[src/rtl/regfile_wb_arbiter_pkg.sv]
// Shared widths and writeback request types for the register-file
// writeback arbiter and its scoreboard.
package regfile_pkg;

  localparam int XLEN   = 32;
  localparam int NREG   = 32;
  localparam int REG_AW = $clog2(NREG);

  typedef logic [REG_AW-1:0] reg_addr_t;

  typedef struct packed {
    reg_addr_t       rd;
    logic [XLEN-1:0] wd;
  } wb_req_t;

  // Register x0 is architecturally zero: never written, never busy.
  function automatic logic is_x0(input reg_addr_t rd);
    return (rd == '0);
  endfunction

endpackage : regfile_pkg

[src/rtl/regfile_wb_arbiter_if.sv]
// Bundle of the writeback handshakes, issue/query scoreboard traffic and
// the register-file write port. The master side belongs to the pipeline
// (execute/memory/decode); the slave side belongs to the arbiter.
interface regfile_wb_arbiter_if;
  import regfile_pkg::*;

  // ALU writeback requester
  logic              alu_valid;
  logic              alu_ready;
  reg_addr_t         alu_rd;
  logic [XLEN-1:0]   alu_wd;

  // Load writeback requester
  logic              mem_valid;
  logic              mem_ready;
  reg_addr_t         mem_rd;
  logic [XLEN-1:0]   mem_wd;

  // Destination reservation at issue and decode hazard queries
  logic              issue_valid;
  reg_addr_t         issue_rd;
  reg_addr_t         q1_rs;
  reg_addr_t         q2_rs;
  logic              q1_busy;
  logic              q2_busy;

  // Register-file write port (we3/a3/wd3)
  logic              rf_we;
  reg_addr_t         rf_a3;
  logic [XLEN-1:0]   rf_wd;

  modport master (
    output alu_valid, alu_rd, alu_wd,
    output mem_valid, mem_rd, mem_wd,
    output issue_valid, issue_rd, q1_rs, q2_rs,
    input  alu_ready, mem_ready, q1_busy, q2_busy,
    input  rf_we, rf_a3, rf_wd
  );

  modport slave (
    input  alu_valid, alu_rd, alu_wd,
    input  mem_valid, mem_rd, mem_wd,
    input  issue_valid, issue_rd, q1_rs, q2_rs,
    output alu_ready, mem_ready, q1_busy, q2_busy,
    output rf_we, rf_a3, rf_wd
  );

endinterface : regfile_wb_arbiter_if

[src/rtl/regfile_wb_arbiter_scoreboard.sv]
// Busy scoreboard: one bit per architectural register, set when an
// instruction reserving that destination issues and cleared when the
// register file is written. Queries read the registered bits only, so a
// reservation becomes visible the cycle after issue and a clear becomes
// visible the cycle after the write.
module regfile_scoreboard
  import regfile_pkg::*;
(
  input  logic      clk,
  input  logic      reset,
  input  logic      set_en,
  input  reg_addr_t set_rd,
  input  logic      clr_en,
  input  reg_addr_t clr_rd,
  input  reg_addr_t q1_rs,
  input  reg_addr_t q2_rs,
  output logic      q1_busy,
  output logic      q2_busy
);

  logic [NREG-1:0] busy_q;
  logic [NREG-1:0] busy_d;
  logic [NREG-1:0] set_vec;
  logic [NREG-1:0] clr_vec;

  // Per-register decode of the set and clear requests; x0 never matches.
  assign set_vec[0] = 1'b0;
  assign clr_vec[0] = 1'b0;

  genvar gi;
  generate
    for (gi = 1; gi < NREG; gi++) begin : g_decode
      assign set_vec[gi] = set_en && (set_rd == reg_addr_t'(gi));
      assign clr_vec[gi] = clr_en && (clr_rd == reg_addr_t'(gi));
    end
  endgenerate

  // Next busy state: a same-cycle set overrides the clear so the newer
  // reservation survives the retiring write of an older one.
  always_comb begin
    busy_d    = set_vec | (busy_q & ~clr_vec);
    busy_d[0] = 1'b0;
  end

  // Busy bit register.
  always_ff @(posedge clk) begin
    if (reset) begin
      busy_q <= '0;
    end else begin
      busy_q <= busy_d;
    end
  end

  // Hazard queries see only the registered state (no bypass).
  always_comb begin
    q1_busy = busy_q[q1_rs];
    q2_busy = busy_q[q2_rs];
  end

endmodule : regfile_scoreboard

[src/rtl/regfile_wb_arbiter.sv]
// Writeback arbiter for the register file's single write port.
// Loads win by default; an ALU result that has been held off for
// STARVE_LIMIT consecutive cycles wins the next arbitration once.
// The winning request is written one cycle after acceptance through
// registered rf_we/rf_a3/rf_wd. A busy scoreboard tracks pending
// destinations for decode hazard stalls.
module regfile_wb_arbiter
  import regfile_pkg::*;
#(
  parameter int unsigned STARVE_LIMIT = 4
) (
  input  logic                 clk,
  input  logic                 reset,
  regfile_wb_arbiter_if.slave  bus
);

  localparam int CNT_W = (STARVE_LIMIT < 1) ? 1 : $clog2(STARVE_LIMIT + 1);
  localparam logic [CNT_W-1:0] STARVE_MAX = CNT_W'(STARVE_LIMIT);

  // Registered state
  logic [CNT_W-1:0] starve_cnt_q, starve_cnt_d;
  logic             rf_we_q,      rf_we_d;
  reg_addr_t        rf_a3_q,      rf_a3_d;
  logic [XLEN-1:0]  rf_wd_q,      rf_wd_d;

  // Arbitration signals
  wb_req_t alu_req;
  wb_req_t mem_req;
  wb_req_t win_req;
  logic    starve_hit;
  logic    alu_ready;
  logic    mem_ready;
  logic    alu_acc;
  logic    mem_acc;
  logic    any_acc;

  assign alu_req = '{rd: bus.alu_rd, wd: bus.alu_wd};
  assign mem_req = '{rd: bus.mem_rd, wd: bus.mem_wd};

  // Ready/accept decision. Readies never look at the requester's own
  // valid, and the two accepts are mutually exclusive by construction:
  // with both valid exactly one of the readies is high.
  always_comb begin
    starve_hit = (starve_cnt_q == STARVE_MAX);
    mem_ready  = !(bus.alu_valid && starve_hit);
    alu_ready  = !bus.mem_valid || starve_hit;
    mem_acc    = bus.mem_valid && mem_ready;
    alu_acc    = bus.alu_valid && alu_ready;
    any_acc    = mem_acc || alu_acc;
    win_req    = mem_acc ? mem_req : alu_req;
  end

  // Next write-port values and starvation count. Accepted x0 requests
  // are consumed without a write; with no write the address/data hold.
  always_comb begin
    rf_we_d      = 1'b0;
    rf_a3_d      = rf_a3_q;
    rf_wd_d      = rf_wd_q;
    starve_cnt_d = '0;

    if (any_acc && !is_x0(win_req.rd)) begin
      rf_we_d = 1'b1;
      rf_a3_d = win_req.rd;
      rf_wd_d = win_req.wd;
    end

    // Count only while the ALU is actually waiting; accept or idle clears.
    if (bus.alu_valid && !alu_ready) begin
      starve_cnt_d = starve_hit ? starve_cnt_q : starve_cnt_q + 1'b1;
    end
  end

  // Write-port and starvation registers; reset drops any accepted write.
  always_ff @(posedge clk) begin
    if (reset) begin
      rf_we_q      <= 1'b0;
      rf_a3_q      <= '0;
      rf_wd_q      <= '0;
      starve_cnt_q <= '0;
    end else begin
      rf_we_q      <= rf_we_d;
      rf_a3_q      <= rf_a3_d;
      rf_wd_q      <= rf_wd_d;
      starve_cnt_q <= starve_cnt_d;
    end
  end

  // Destination scoreboard: reserve at issue, release on the actual write.
  logic q1_busy_w;
  logic q2_busy_w;

  regfile_scoreboard u_scoreboard (
    .clk     (clk),
    .reset   (reset),
    .set_en  (bus.issue_valid && !is_x0(bus.issue_rd)),
    .set_rd  (bus.issue_rd),
    .clr_en  (rf_we_q),
    .clr_rd  (rf_a3_q),
    .q1_rs   (bus.q1_rs),
    .q2_rs   (bus.q2_rs),
    .q1_busy (q1_busy_w),
    .q2_busy (q2_busy_w)
  );

  assign bus.alu_ready = alu_ready;
  assign bus.mem_ready = mem_ready;
  assign bus.q1_busy   = q1_busy_w;
  assign bus.q2_busy   = q2_busy_w;
  assign bus.rf_we     = rf_we_q;
  assign bus.rf_a3     = rf_a3_q;
  assign bus.rf_wd     = rf_wd_q;

endmodule : regfile_wb_arbiter

[src/flat_wrapper.sv]
// flat-port wrapper written by rule: the top's interface ports become plain ports
module regfile_wb_arbiter_flat import regfile_pkg::*;
#(
  parameter int unsigned STARVE_LIMIT = 4
)
  (clk, reset, bus_alu_valid, bus_alu_rd, bus_alu_wd, bus_mem_valid, bus_mem_rd, bus_mem_wd, bus_issue_valid, bus_issue_rd, bus_q1_rs, bus_q2_rs, bus_alu_ready, bus_mem_ready, bus_q1_busy, bus_q2_busy, bus_rf_we, bus_rf_a3, bus_rf_wd);
  regfile_wb_arbiter_if bus_i ();
  input  logic clk;
  input  logic reset;
  input wire logic [$bits(bus_i.alu_valid)-1:0] bus_alu_valid;
  input wire logic [$bits(bus_i.alu_rd)-1:0] bus_alu_rd;
  input wire logic [$bits(bus_i.alu_wd)-1:0] bus_alu_wd;
  input wire logic [$bits(bus_i.mem_valid)-1:0] bus_mem_valid;
  input wire logic [$bits(bus_i.mem_rd)-1:0] bus_mem_rd;
  input wire logic [$bits(bus_i.mem_wd)-1:0] bus_mem_wd;
  input wire logic [$bits(bus_i.issue_valid)-1:0] bus_issue_valid;
  input wire logic [$bits(bus_i.issue_rd)-1:0] bus_issue_rd;
  input wire logic [$bits(bus_i.q1_rs)-1:0] bus_q1_rs;
  input wire logic [$bits(bus_i.q2_rs)-1:0] bus_q2_rs;
  output wire logic [$bits(bus_i.alu_ready)-1:0] bus_alu_ready;
  output wire logic [$bits(bus_i.mem_ready)-1:0] bus_mem_ready;
  output wire logic [$bits(bus_i.q1_busy)-1:0] bus_q1_busy;
  output wire logic [$bits(bus_i.q2_busy)-1:0] bus_q2_busy;
  output wire logic [$bits(bus_i.rf_we)-1:0] bus_rf_we;
  output wire logic [$bits(bus_i.rf_a3)-1:0] bus_rf_a3;
  output wire logic [$bits(bus_i.rf_wd)-1:0] bus_rf_wd;
  assign bus_i.alu_valid = bus_alu_valid;
  assign bus_i.alu_rd = bus_alu_rd;
  assign bus_i.alu_wd = bus_alu_wd;
  assign bus_i.mem_valid = bus_mem_valid;
  assign bus_i.mem_rd = bus_mem_rd;
  assign bus_i.mem_wd = bus_mem_wd;
  assign bus_i.issue_valid = bus_issue_valid;
  assign bus_i.issue_rd = bus_issue_rd;
  assign bus_i.q1_rs = bus_q1_rs;
  assign bus_i.q2_rs = bus_q2_rs;
  assign bus_alu_ready = bus_i.alu_ready;
  assign bus_mem_ready = bus_i.mem_ready;
  assign bus_q1_busy = bus_i.q1_busy;
  assign bus_q2_busy = bus_i.q2_busy;
  assign bus_rf_we = bus_i.rf_we;
  assign bus_rf_a3 = bus_i.rf_a3;
  assign bus_rf_wd = bus_i.rf_wd;
  regfile_wb_arbiter #(.STARVE_LIMIT(STARVE_LIMIT)) u_core (.clk(clk), .reset(reset), .bus(bus_i));
endmodule
[config.mk]
export PLATFORM = sky130hd
export DESIGN_NAME = regfile_wb_arbiter_flat
export DESIGN_NICKNAME = d
export VERILOG_FILES = /design/src/rtl/regfile_wb_arbiter_pkg.sv /design/src/rtl/regfile_wb_arbiter_if.sv /design/src/rtl/regfile_wb_arbiter_scoreboard.sv /design/src/rtl/regfile_wb_arbiter.sv /design/src/flat_wrapper.sv
export SDC_FILE = /design/constraint.sdc
export NUM_CORES = 1
export LEC_CHECK = 0
export BUFFER_PORTS_ARGS = -buffer_cell sky130_fd_sc_hd__clkbuf_2
export CELL_PAD_IN_SITES_DETAIL_PLACEMENT = 1
export CELL_PAD_IN_SITES_GLOBAL_PLACEMENT = 1
export CORE_UTILIZATION = 41
export CTS_CLUSTER_SIZE = 25
export DETAILED_ROUTE_END_ITERATION = 8
export PLACE_DENSITY = 0.83
export RECOVER_POWER = 100
export SLEW_MARGIN = 20
export SYNTH_ARGS = -nofsm -noshare
export SYNTH_HDL_FRONTEND = slang
export SYNTH_SLANG_ARGS = --single-unit
[constraint.sdc]
create_clock -name clk -period 3.4 [get_ports clk]
set_clock_uncertainty 0.05 [all_clocks]
set_input_delay 0.51 -clock clk [delete_from_list [all_inputs] [get_ports clk]]
set_output_delay 0.51 -clock clk [all_outputs]
set_load 0.005 [all_outputs]
# Word level (Yosys, flattened, before mapping)
# Cells that the tools add are included.
[word_totals] ff_bits=73 latch_bits=0 ram_bits=0 romBits=0 in_bits=94 word_cells=160 n_memories=0
[op_classes] add_sub_neg=1 mul=0 div=0 magnitude_cmp=2 eq_ne=63 shifts=0 n_mux=6 bitwise_logic=4 reduce_logical=78
[ops] op="5-bit == test (second input constant)" count=32
[ops] op="5-bit by 4-bit == test with 1-bit output (second input constant)" count=16
[ops] op="1-bit logical AND" count=68
[ops] op="5-bit by 3-bit == test with 1-bit output (second input constant)" count=8
[ops] op="37-bit two-way mux" count=1
[ops] op="32-bit bitwise AND" count=1
[ops] op="32-bit NOT" count=1
[ops] op="32-bit OR" count=1
[ops] op="5-bit by 2-bit == test with 1-bit output (second input constant)" count=4
[ops] op="5-bit by 6-bit less-than comparator with 1-bit output (second input constant)" count=2
[ops] op="1-bit binary-select mux with 5-bit select" count=2
[ops] op="5-bit by 1-bit == test with 1-bit output (second input constant)" count=2
[ops] op="5-bit logical NOT" count=2
[ops] op="1-bit logical NOT" count=5
[ops] op="3-bit by 1-bit adder with 3-bit output (second input constant)" count=1
[ops] op="3-bit == test (second input constant)" count=1
[ops] op="1-bit two-way mux" count=3
[ops] op="1-bit logical OR" count=2
[ops] op="2-bit OR reduction" count=1
[ops] op="1-bit NOT" count=1

# Logic depth before layout (Yosys ltp)
# Gate-level depths: netlist (run 1).
[depth] depth_word=9 mapped_depth=9

# Hierarchy
# A second synthesis (run 1) with hierarchy kept.
[hier_totals] cells_unflattened=460 hier_area_um2=4227.8
[modules_own_cells] mod="regfile_wb_arbiter" n_inst=1 cells_per_inst=223 area_each_um2=2381.0
[modules_own_cells] mod="regfile_scoreboard" n_inst=1 cells_per_inst=237 area_each_um2=1846.8

# Least setup slack after synthesis (run 1)
# Ideal clock, no wire load.
[synth_timing] kind="input -> output" from="input port bus_q1_rs[0]" to="output port bus_q1_busy" t_arrival_ps=1707 t_required_ps=2840 slack_ps=1133 cell_stages=5 n_path_buf=1 path_cell_list="buf_2 mux4_2 nor3b_1 a21oi_1 o2111a_1"
[synth_between] elab_chain_cells=2
[synth_rtl] element="from (decl)" line_no="flat_wrapper.sv:18" rtl="input wire logic [$bits(bus_i.q1_rs)-1:0] bus_q1_rs;"
[synth_rtl] element="1-bit binary-select mux with 5-bit select" line_no="regfile_wb_arbiter_scoreboard.sv:56" rtl="q1_busy = busy_q[q1_rs];"
[synth_rtl] element="1-bit two-way mux (implied by the code)" line_no="regfile_wb_arbiter_scoreboard.sv:56"
[synth_rtl] element="to (decl)" line_no="flat_wrapper.sv:22" rtl="output wire logic [$bits(bus_i.q1_busy)-1:0] bus_q1_busy;"
# Every way passes these cells. The select of a mux whose other input is x is not followed.

# Final worst setup path (run 1)
[layout_timing] from="register u_core.starve_cnt_q[0]" to="output port bus_mem_ready"
[layout_between] elab_chain_cells=3
[layout_rtl] element="from (decl)" line_no="regfile_wb_arbiter.sv:21" rtl="logic [CNT_W-1:0] starve_cnt_q, starve_cnt_d;"
[layout_rtl] element="from (signal assigned)" line_no="regfile_wb_arbiter.sv:84" rtl="starve_cnt_q <= starve_cnt_d;"
[layout_rtl] element="3-bit == test" line_no="regfile_wb_arbiter.sv:44" rtl="starve_hit = (starve_cnt_q == STARVE_MAX);"
[layout_rtl] element="1-bit logical AND" line_no="regfile_wb_arbiter.sv:45" rtl="mem_ready = !(bus.alu_valid && starve_hit);"
[layout_rtl] element="1-bit logical NOT" line_no="regfile_wb_arbiter.sv:45"
[layout_rtl] element="to (decl)" line_no="flat_wrapper.sv:21" rtl="output wire logic [$bits(bus_i.mem_ready)-1:0] bus_mem_ready;"
# Every way passes these cells.

==> results of run 1 <==
sequential cells by signal, indices dropped and copies added (netlist names):
signal / cells
u_core.bus.rf_wd: 32
u_core.u_scoreboard.busy_q: 31
u_core.bus.rf_a3: 5
u_core.starve_cnt_q: 3
u_core.bus.rf_we: 1
cells by family (layout without fill, tap and decap cells):
group           Yosys count  after routing  share of synthesized area (%)
compound gates          155            155                          20.32
fa+ha+maj                 2              2                         0.5813
flops                    72             72                          33.49
buf+inv                  45            165                          5.262
simple gates            167            167                          20.44
mux                      53             53                          19.91
cell usage after synthesis, drive strengths merged, types with 2 or more instances:
| library cell | instances |
|---|---|
| or2 | 2 |
| o211ai | 4 |
| nand3 | 40 |
| o2111ai | 2 |
| mux4 | 14 |
| buf | 16 |
| mux2 | 34 |
| o32ai | 3 |
| mux2i | 5 |
| and2 | 4 |
| o2111a | 2 |
| inv | 8 |
| nor2 | 13 |
| dfxtp | 72 |
| o21ai | 67 |
| nand2 | 45 |
| a21oi | 69 |
| and3 | 3 |
| nor2b | 37 |
| nor3b | 10 |
| ha | 2 |
| and3b | 5 |
| nor3 | 3 |
| a311oi | 3 |
| a2111oi | 2 |
| a211oi | 2 |
| clkbuf | 20 |
worst min path at each step:
stage / end / cells after the start / slack (ps) / start
after floorplan: u_core.u_scoreboard.busy_q[2]$_SDFF_PP0_ / 2 / 410 / u_core.u_scoreboard.busy_q[2]$_SDFF_PP0_
after global placement: u_core.u_scoreboard.busy_q[13]$_SDFF_PP0_ / 2 / 420 / u_core.u_scoreboard.busy_q[13]$_SDFF_PP0_
after detailed placement: u_core.u_scoreboard.busy_q[18]$_SDFF_PP0_ / 2 / 440 / u_core.u_scoreboard.busy_q[18]$_SDFF_PP0_
after CTS: u_core.starve_cnt_q[2]$_SDFFE_PP0P_ / 3 / 400 / bus_alu_valid
after global routing: u_core.starve_cnt_q[2]$_SDFFE_PP0P_ / 3 / 420 / bus_alu_valid
final: u_core.starve_cnt_q[2]$_SDFFE_PP0P_ / 3 / 420 / bus_alu_valid
layout make-up:
cell class | count | area share [%]
Clock buffer | 14 | 3.417
Inverter | 9 | 0.6685
Multi-Input combinational cell | 377 | 50.16
Sequential cell | 72 | 28.52
Tap cell | 136 | 3.367
Timing Repair Buffer | 142 | 13.86
power breakdown:
part	internal, µW	total, µW	leakage (µW)	switching [µW]
Clock	318	630	0.0000886	312
Sequential	884	912	0.000589	28.6
Combinational	150	336	0.00135	185
Total	1350	1880	0.00203	526
critical path, stage by stage (launching register included):
cell and delay, ps:
dfxtp_1 340, inv_1 60, ha_1 240, and3_1 220
buf_4 210, inv_2 90, clkbuf_2 630, clkbuf_2 230
stage by stage:
stage	setup slack (ps)	power, µW	cells
CTS	635.4	1922	750
global placement	695.5	1283	736
global route	256.6	1963	750
floorplan	1133	1143	494
detailed placement	617.4	1297	736
finish	457.3	1879	750
per-layer routing:
layer | GRT usage, % | share of wire, % | wire length (µm) | vias to the layer above
met5 | 0 | 0 | 0 | -
met1 | 30.75 | 44 | 6023 | 2042
met2 | 44.84 | 49 | 6755 | 135
met3 | 6.203 | 5.1 | 704 | 23
met4 | 10.92 | 2.3 | 312 | 0
li1 | - | - | - | 2018
==> summary.json, run 1 <==
{
  "floorplanning": {
    "dieHeight_um": 104.5,
    "placementRows": 37,
    "floorplan_die_width_um": 104.5,
    "top_level_ports": 136,
    "design.die.area_um2": 10910,
    "start_util_pct": 42.07,
    "core-area_um2": 10230
  },
  "setup_path": {
    "cp_max_fo": 39,
    "timing.setup.critical_path_class": "reg -> out",
    "setup.worst_path.end": "bus_mem_ready",
    "setup.worst_path.start": "u_core.starve_cnt_q[0]$_SDFFE_PP0P_",
    "rr_worst_depth": 9,
    "worst_setup_slack_for_register_to_register_paths_ps": 580,
    "reg2reg_capture_point": "u_core.bus.rf_a3[1]$_SDFFE_PP0P_",
    "setup.worst_path.end_class": "output port",
    "worstPathRequired_ps": 2840,
    "critical_path.reg2reg.startpoint": "u_core.starve_cnt_q[0]$_SDFFE_PP0P_",
    "arrival_time_of_the_worst_setup_path_ps": 2380,
    "startpoint_type": "flip-flop"
  },
  "placed_design": {
    "placed_cell_areas_um2": 5022,
    "dpl.hpwl_mm": 10.08,
    "port_buffers": 135,
    "place.gp.congestion": 0.8219
  },
  "sta": {
    "clock.fmax_mhz": 339.8,
    "tightestPinTransition_ps": 1564,
    "hold_ws_ps": 417.3,
    "period_share_pct": 86.55,
    "grt_setup_unrepaired": "no",
    "finalCriticalPeriod_ps": 2943,
    "slew-limit-headroom_pct": -4.267,
    "hold_viol": 0,
    "total_negative_setup_slack_ps": 0,
    "maxSlewViolCount": 35,
    "finalSetupViolations": 0
  },
  "layout": {
    "design.final.nets": 707,
    "seq_area_um2": 1441,
    "post-route-util_pct": 49.39,
    "multiInputGateArea_um2": 2535,
    "drive_above_1_share_pct": 24.76,
    "fill_cells": 1316,
    "layout_common_cells": "clkbuf_2, dfxtp_1, a21oi_1, o21ai_0, nand2_1",
    "stdcell_area_um2": 5054,
    "layout_commonest_cell": "clkbuf_2",
    "diodes": 0,
    "layout-area-overhead-vs-synth_pct": 17.41
  },
  "yosys": {
    "fraction_of_registers_with_async_set_reset_pct": 0,
    "synth-seq-cells": 72,
    "yosys_warnings": 0,
    "synth_cells": 494,
    "syn_avg_cell_area_um2": 8.713,
    "mappedNetlistArea_um2": 4304,
    "synth.yosys.seq_area_share_pct": 33.49,
    "synth_edf_count": 0,
    "synth_area_leader_cell": "dfxtp_1",
    "synth_top_area_share_pct": 33.49,
    "synth_top_flop_cell": "dfxtp_1",
    "ys_types": 41,
    "mappedNetlistNets": 590,
    "netlist_top_cells_area": "dfxtp_1, mux2_4, a21oi_1"
  },
  "hold_path": {
    "worst_hold_path_type": "in -> reg"
  },
  "route": {
    "drc_errors_left": 0,
    "drt-total-wl_mm": 13.80,
    "dr.first_iter.drc_count": 174,
    "viasPerCell": 5.624,
    "number_of_detailed_route_iterations_in_the_first_pass": 4,
    "routedWlPerCell_um": 18.39,
    "drtAntennaViolNets": 0,
    "routed-via-count": 4218
  },
  "clocking": {
    "tritoncts": "done",
    "worstSkewPairLatency_ps": 350,
    "cts.root.buffer_cell": "clkbuf_8",
    "cts_num_sinks": 72,
    "max-clock-path-buffers": 2,
    "post-cts-setup-buffers": 0,
    "cts-buffers-inserted": 9,
    "cts.repair.resized": 0,
    "cts.htree.levels": 3,
    "clkTransAtPathRegs_ps": 80,
    "hold_buffers": 0
  },
  "grt": {
    "globalRouteOverflowTotal": 0,
    "globalRouteTotalUtil_pct": 26.01,
    "grt_max_degree": 40,
    "number_of_antenna_violations_at_the_first_check_in_global_routing": 0,
    "wire_length_of_the_first_global_routing_pass_mm": 22.49,
    "vias_in_the_first_global_route": 4472
  },
  "run_status": {
    "violated_checks": "capacitance limit, slew limit",
    "run_status": "finished with violations"
  },
  "pwr": {
    "ir_drop_mv": 0.1446,
    "powerDensity_nw_per_um2": 371.7,
    "power.static_leakage_uw": 0.002028
  },
  "flow_run": {
    "cap_violations": 1
  }
}
Power figures use the tool's default switching activity.
==> run 2: changes to the inputs <==
- PLACE_DENSITY: 0.83 -> not set
- PLACE_DENSITY_LB_ADDON: not set -> 0.1
==> run 2 against run 1 <==
The flow still finishes with violations (capacitance limit, slew limit). Register-to-register slack worse by 50 ps. Non-clock buffer count down 1. Clock power is 4.4% lower. Combinational power shrank 2%. Critical endpoint unchanged. Worst hold slack gained 5.6 ps. Core utilization is 0.34 points lower. Routed wire length decreased by 2.6%. Total power decreased by 2.0%. Global-route usage down 0.76 points.
==> summary.json, run 2 (synthesis gave the netlist of run 1 again) <==
{
  "clocking": {
    "max-clock-path-buffers": 2,
    "worstSkewPairLatency_ps": 340,
    "cts.htree.levels": 3,
    "post-cts-setup-buffers": 0,
    "cts_num_sinks": 72,
    "cts.root.buffer_cell": "clkbuf_8",
    "clkTransAtPathRegs_ps": 80,
    "hold_buffers": 0,
    "cts.repair.resized": 0,
    "tritoncts": "done",
    "cts-buffers-inserted": 9
  },
  "route": {
    "viasPerCell": 5.574,
    "drt-total-wl_mm": 13.43,
    "met3_wirelength_um": 873,
    "wirelength_met1_mm": 5.474,
    "drc_errors_left": 0,
    "dr_wl_met2_mm": 6.743,
    "top_layer": "met4",
    "number_of_detailed_route_iterations_in_the_first_pass": 4,
    "drtAntennaViolNets": 0,
    "routed-via-count": 4186,
    "dr.first_iter.drc_count": 156,
    "routedWlPerCell_um": 17.88
  },
  "layout": {
    "layout_commonest_cell": "clkbuf_2",
    "fill_cells": 1323,
    "diodes": 0,
    "layout-area-overhead-vs-synth_pct": 16.60,
    "stdcell_area_um2": 5019,
    "design.final.nets": 706,
    "layout_common_cells": "clkbuf_2, dfxtp_1, a21oi_1, o21ai_0, nand2_1",
    "drive_above_1_share_pct": 23.74,
    "largest_reg_flops": 32
  },
  "floorplanning": {
    "placementRows": 37,
    "start_util_pct": 42.07,
    "core-area_um2": 10230,
    "floorplan_die_width_um": 104.5,
    "top_level_ports": 136,
    "dieHeight_um": 104.5,
    "design.die.area_um2": 10910
  },
  "grt": {
    "globalRouteOverflowTotal": 0,
    "wire_length_of_the_first_global_routing_pass_mm": 22.14,
    "vias_in_the_first_global_route": 4439,
    "globalRouteTotalUtil_pct": 25.25,
    "grt_max_degree": 104,
    "number_of_antenna_violations_at_the_first_check_in_global_routing": 0
  },
  "pwr": {
    "powerDensity_nw_per_um2": 366.9,
    "power.static_leakage_uw": 0.001996,
    "ir_drop_mv": 0.1844
  },
  "placed_design": {
    "dpl.hpwl_mm": 9.723,
    "place.gp.congestion": 0.8968,
    "port_buffers": 135,
    "placed_cell_areas_um2": 5015
  },
  "setup_path": {
    "reg2reg_capture_point": "u_core.bus.rf_a3[1]$_SDFFE_PP0P_",
    "worst_setup_slack_for_register_to_register_paths_ps": 530,
    "critical-path-top-delay-family": "buffers and inverters",
    "path_cells": "inv_1 -> ha_1 -> and3_1 -> buf_4 -> inv_1 -> clkbuf_2 -> clkbuf_2",
    "worstPathRequired_ps": 2840,
    "path_buf_inv": 5,
    "setup.worst_path.end_class": "output port",
    "critPathSlowestCell": "clkbuf_2",
    "max_stage_delay_ps": 640,
    "setup.worst_path.start": "u_core.starve_cnt_q[0]$_SDFFE_PP0P_",
    "startpoint_type": "flip-flop",
    "timing.setup.critical_path_class": "reg -> out",
    "rr_worst_depth": 9,
    "critical_path.reg2reg.startpoint": "u_core.starve_cnt_q[0]$_SDFFE_PP0P_",
    "cp_max_fo": 39,
    "arrival_time_of_the_worst_setup_path_ps": 2370
  },
  "flow_run": {
    "cap_violations": 1
  },
  "sta": {
    "finalCriticalPeriod_ps": 2931,
    "tightestPinTransition_ps": 2051,
    "grt_setup_unrepaired": "no",
    "period_share_pct": 86.20,
    "maxSlewViolCount": 104,
    "total_negative_setup_slack_ps": 0,
    "finalSetupViolations": 0,
    "hold_viol": 0,
    "hold_ws_ps": 422.9,
    "slew-limit-headroom_pct": -36.73,
    "clock.fmax_mhz": 341.2
  },
  "hold_path": {
    "worst_hold_path_type": "in -> reg",
    "worstHoldPathCells": 3,
    "endpoint_of_the_worst_hold_path": "u_core.starve_cnt_q[2]$_SDFFE_PP0P_",
    "hp-start": "bus_alu_valid"
  },
  "run_status": {
    "violated_checks": "capacitance limit, slew limit",
    "run_status": "finished with violations"
  }
}
## run 2: cell count changes in the layout (fill, tap and decap cells not counted), moves of 2 or more
cell      before  now
clkbuf_1      30   35
clkbuf_2     109  104
clkbuf_8      12   10
clkinv_2       0    2
## run 2: through the flow
step,std cells,worst slack [ps],util (%),power (µW)
floorplan,494,1133,-,1143
global placement,735,630.7,49.02,1284
detailed placement,735,543.7,49.02,1293
CTS,751,702.4,50.64,1895
global route,751,289.3,49.05,1932
finish,751,469.1,49.05,1841
## run 2: final cells by class
type | count | area, µm² | share of cell area [%]
inverter | 9 | 33.78 | 0.6731
clock inverter | 3 | 17.52 | 0.3490
sequential | 72 | 1441 | 28.72
multi-input combinational | 377 | 2531 | 50.44
timing repair buffer | 141 | 675.6 | 13.46
tap | 136 | 170.2 | 3.391
clock buffer | 13 | 148.9 | 2.967
## run 2: power by group
part | internal (µW) | switching [µW]
registers | 883 | 27.7
logic | 147 | 181
clock network | 284 | 318
total | 1310 | 527
## run 2: worst register-to-register path: cells and delay by family (launching register included)
family	cells	cell delay [ps]
AO/OA/AOI/OAI	3	1150
buffers and inverters	4	880
flip-flops	1	320
adder cells (fa/ha/maj)	1	200
AND/OR/NAND/NOR	1	180
## run 2: worst max-delay path by stage
stage | to | depth (start not counted)
floorplan | bus_q1_busy | 5
global placement | u_core.bus.rf_wd[26]$_SDFFE_PP0P_ | 6
detailed placement | u_core.bus.rf_wd[26]$_SDFFE_PP0P_ | 6
CTS | u_core.bus.rf_wd[26]$_SDFFE_PP0P_ | 8
global route | u_core.bus.rf_a3[1]$_SDFFE_PP0P_ | 9
finish | bus_mem_ready | 7
## run 2: per-layer routing
layer / track usage (%) / vias up
met1: 27.89 / 2011
met3: 6.955 / 27
li1: - / 2017
met5: 0 / -
met4: 10.10 / 0
met2: 45.41 / 131
==> run 3: changes to the inputs <==
- CTS_BUF_LIST: not set -> sky130_fd_sc_hd__clkbuf_16
==> run 3 against run 2 <==
Clock power is 39% higher. Largest power group unchanged. Combinational power is essentially flat. Register-to-register slack better by 20 ps. Worst hold slack improved by 12 ps. Non-clock buffer count stayed put. Final area grew 1.8%. The flow still finishes with violations (capacitance limit, slew limit).
==> summary.json, run 3 (synthesis gave the netlist of run 1 again) <==
{
  "clocking": {
    "hold_buffers": 0,
    "clkTransAtPathRegs_ps": 60,
    "post-cts-setup-buffers": 0,
    "cts-buffers-inserted": 9,
    "max-clock-path-buffers": 2,
    "worstSkewPairLatency_ps": 330,
    "cts.repair.resized": 0,
    "cts.root.buffer_cell": "clkbuf_16",
    "cts_num_sinks": 72,
    "tritoncts": "done",
    "cts.htree.levels": 3
  },
  "sta": {
    "maxSlewViolCount": 104,
    "finalSetupViolations": 0,
    "grt_setup_unrepaired": "no",
    "slew-limit-headroom_pct": -36.50,
    "period_share_pct": 84.68,
    "finalCriticalPeriod_ps": 2879,
    "clock.fmax_mhz": 347.3,
    "total_negative_setup_slack_ps": 0,
    "hold_viol": 0,
    "hold_ws_ps": 435.3,
    "tightestPinTransition_ps": 2048
  },
  "setup_path": {
    "rr_worst_depth": 9,
    "arrival_time_of_the_worst_setup_path_ps": 2320,
    "cp_max_fo": 39,
    "worst_setup_slack_for_register_to_register_paths_ps": 550,
    "critical_path.reg2reg.startpoint": "u_core.starve_cnt_q[0]$_SDFFE_PP0P_",
    "reg2reg_capture_point": "u_core.bus.rf_a3[1]$_SDFFE_PP0P_",
    "setup.worst_path.end_class": "output port",
    "timing.setup.critical_path_class": "reg -> out",
    "worstPathRequired_ps": 2840,
    "startpoint_type": "flip-flop"
  },
  "run_status": {
    "violated_checks": "capacitance limit, slew limit",
    "run_status": "finished with violations"
  },
  "route": {
    "routedWlPerCell_um": 18.16,
    "number_of_detailed_route_iterations_in_the_first_pass": 4,
    "drc_errors_left": 0,
    "viasPerCell": 5.642,
    "drt-total-wl_mm": 13.64,
    "drtAntennaViolNets": 0,
    "dr.first_iter.drc_count": 180,
    "routed-via-count": 4237
  },
  "grt": {
    "wire_length_of_the_first_global_routing_pass_mm": 22.45,
    "grt_max_degree": 104,
    "vias_in_the_first_global_route": 4427,
    "globalRouteOverflowTotal": 0,
    "globalRouteTotalUtil_pct": 25.65,
    "number_of_antenna_violations_at_the_first_check_in_global_routing": 0
  },
  "layout": {
    "layout_common_cells": "clkbuf_2, dfxtp_1, a21oi_1, o21ai_0, nand2_1",
    "drive_above_1_share_pct": 23.74,
    "design.final.nets": 706,
    "layout-area-overhead-vs-synth_pct": 18.72,
    "largest_reg_flops": 32,
    "layout_commonest_cell": "clkbuf_2",
    "diodes": 0
  },
  "floorplanning": {
    "core-area_um2": 10230,
    "placementRows": 37,
    "start_util_pct": 42.07,
    "floorplan_die_width_um": 104.5,
    "design.die.area_um2": 10910,
    "top_level_ports": 136,
    "dieHeight_um": 104.5
  },
  "hold_path": {
    "worst_hold_path_type": "in -> reg",
    "worstHoldPathCells": 3,
    "hp-start": "bus_alu_valid",
    "endpoint_of_the_worst_hold_path": "u_core.starve_cnt_q[2]$_SDFFE_PP0P_"
  },
  "placed_design": {
    "place.gp.congestion": 0.8968,
    "port_buffers": 135,
    "dpl.hpwl_mm": 9.723
  },
  "pwr": {
    "power.static_leakage_uw": 0.002049,
    "comb_power_share_pct": 15.9,
    "power.switching_uw": 563.5,
    "flop_pwr_share_pct": 44.0,
    "switching_share_pct": 27.15,
    "powerDensity_nw_per_um2": 406.2,
    "ir_drop_mv": 0.2349,
    "clkPwrFrac_pct": 40.2,
    "power_report.internal_total_uw": 1512
  },
  "flow_run": {
    "cap_violations": 1
  }
}
-- run 3: critical path, cell delays in order, from the launching register on --
cell and delay, ps:
dfxtp_1 330, inv_1 60, ha_1 230, and3_1 180, buf_4 190, inv_2 100
clkbuf_2 630, clkbuf_2 240
-- run 3: layer usage --
metal / share of wire [%] / up-vias / wire length (µm) / GRT usage [%]
li1: - / 2020 / - / -
met1: 41 / 2060 / 5639 / 28.83
met2: 50 / 133 / 6887 / 46.31
met3: 5.9 / 24 / 803 / 6.516
met4: 2.3 / 0 / 310 / 9.490
met5: 0 / - / 0 / 0
-- run 3: layout make-up --
class	count	area [µm²]
fillers	1310	5121
multi-input cells	377	2531
flip-flops and latches	72	1441
repair buffers	141	675.6
clock buffers	9	225.2
well taps	136	170.2
inverters	9	33.78
clock inverters	7	32.53
-- run 3: worst max-delay path by stage --
stage                                   startpoint                                end  slack (ps)  depth (start not counted)
2_1_floorplan                         bus_q1_rs[0]                        bus_q1_busy        1130                          5
3_3_place_gp                         bus_mem_valid  u_core.bus.rf_wd[26]$_SDFFE_PP0P_         630                          6
3_5_place_dp                         bus_mem_valid  u_core.bus.rf_wd[26]$_SDFFE_PP0P_         540                          6
4_1_cts        u_core.starve_cnt_q[0]$_SDFFE_PP0P_  u_core.bus.rf_wd[26]$_SDFFE_PP0P_         700                          8
5_1_grt        u_core.starve_cnt_q[0]$_SDFFE_PP0P_   u_core.bus.rf_a3[1]$_SDFFE_PP0P_         270                          9
6_report       u_core.starve_cnt_q[0]$_SDFFE_PP0P_                      bus_mem_ready         520                          7
-- run 3: power by group through the flow --
| stage | Sequential (µW) | Combinational, µW | Clock [µW] |
|---|---|---|---|
| floorplan | 927 | 216 | 0 |
| global placement | 929 | 355 | 0 |
| detailed placement | 929 | 364 | 0 |
| CTS | 913 | 366 | 842 |
| global route | 918 | 363 | 882 |
| finish | 913 | 329 | 834 |
-- run 3: per-stage QoR --
step | worst slack (ps) | total power [µW] | std cells | area [µm²] | util [%]
4_1_cts | 696.0 | 2121 | 751 | 5273 | 51.53
6_report | 521.0 | 2076 | 751 | 5110 | 49.95
2_1_floorplan | 1133 | 1143 | 494 | 4304 | -
5_1_grt | 274.6 | 2163 | 751 | 5110 | 49.95
3_3_place_gp | 630.7 | 1284 | 735 | 5015 | 49.02
3_5_place_dp | 543.7 | 1293 | 735 | 5015 | 49.02
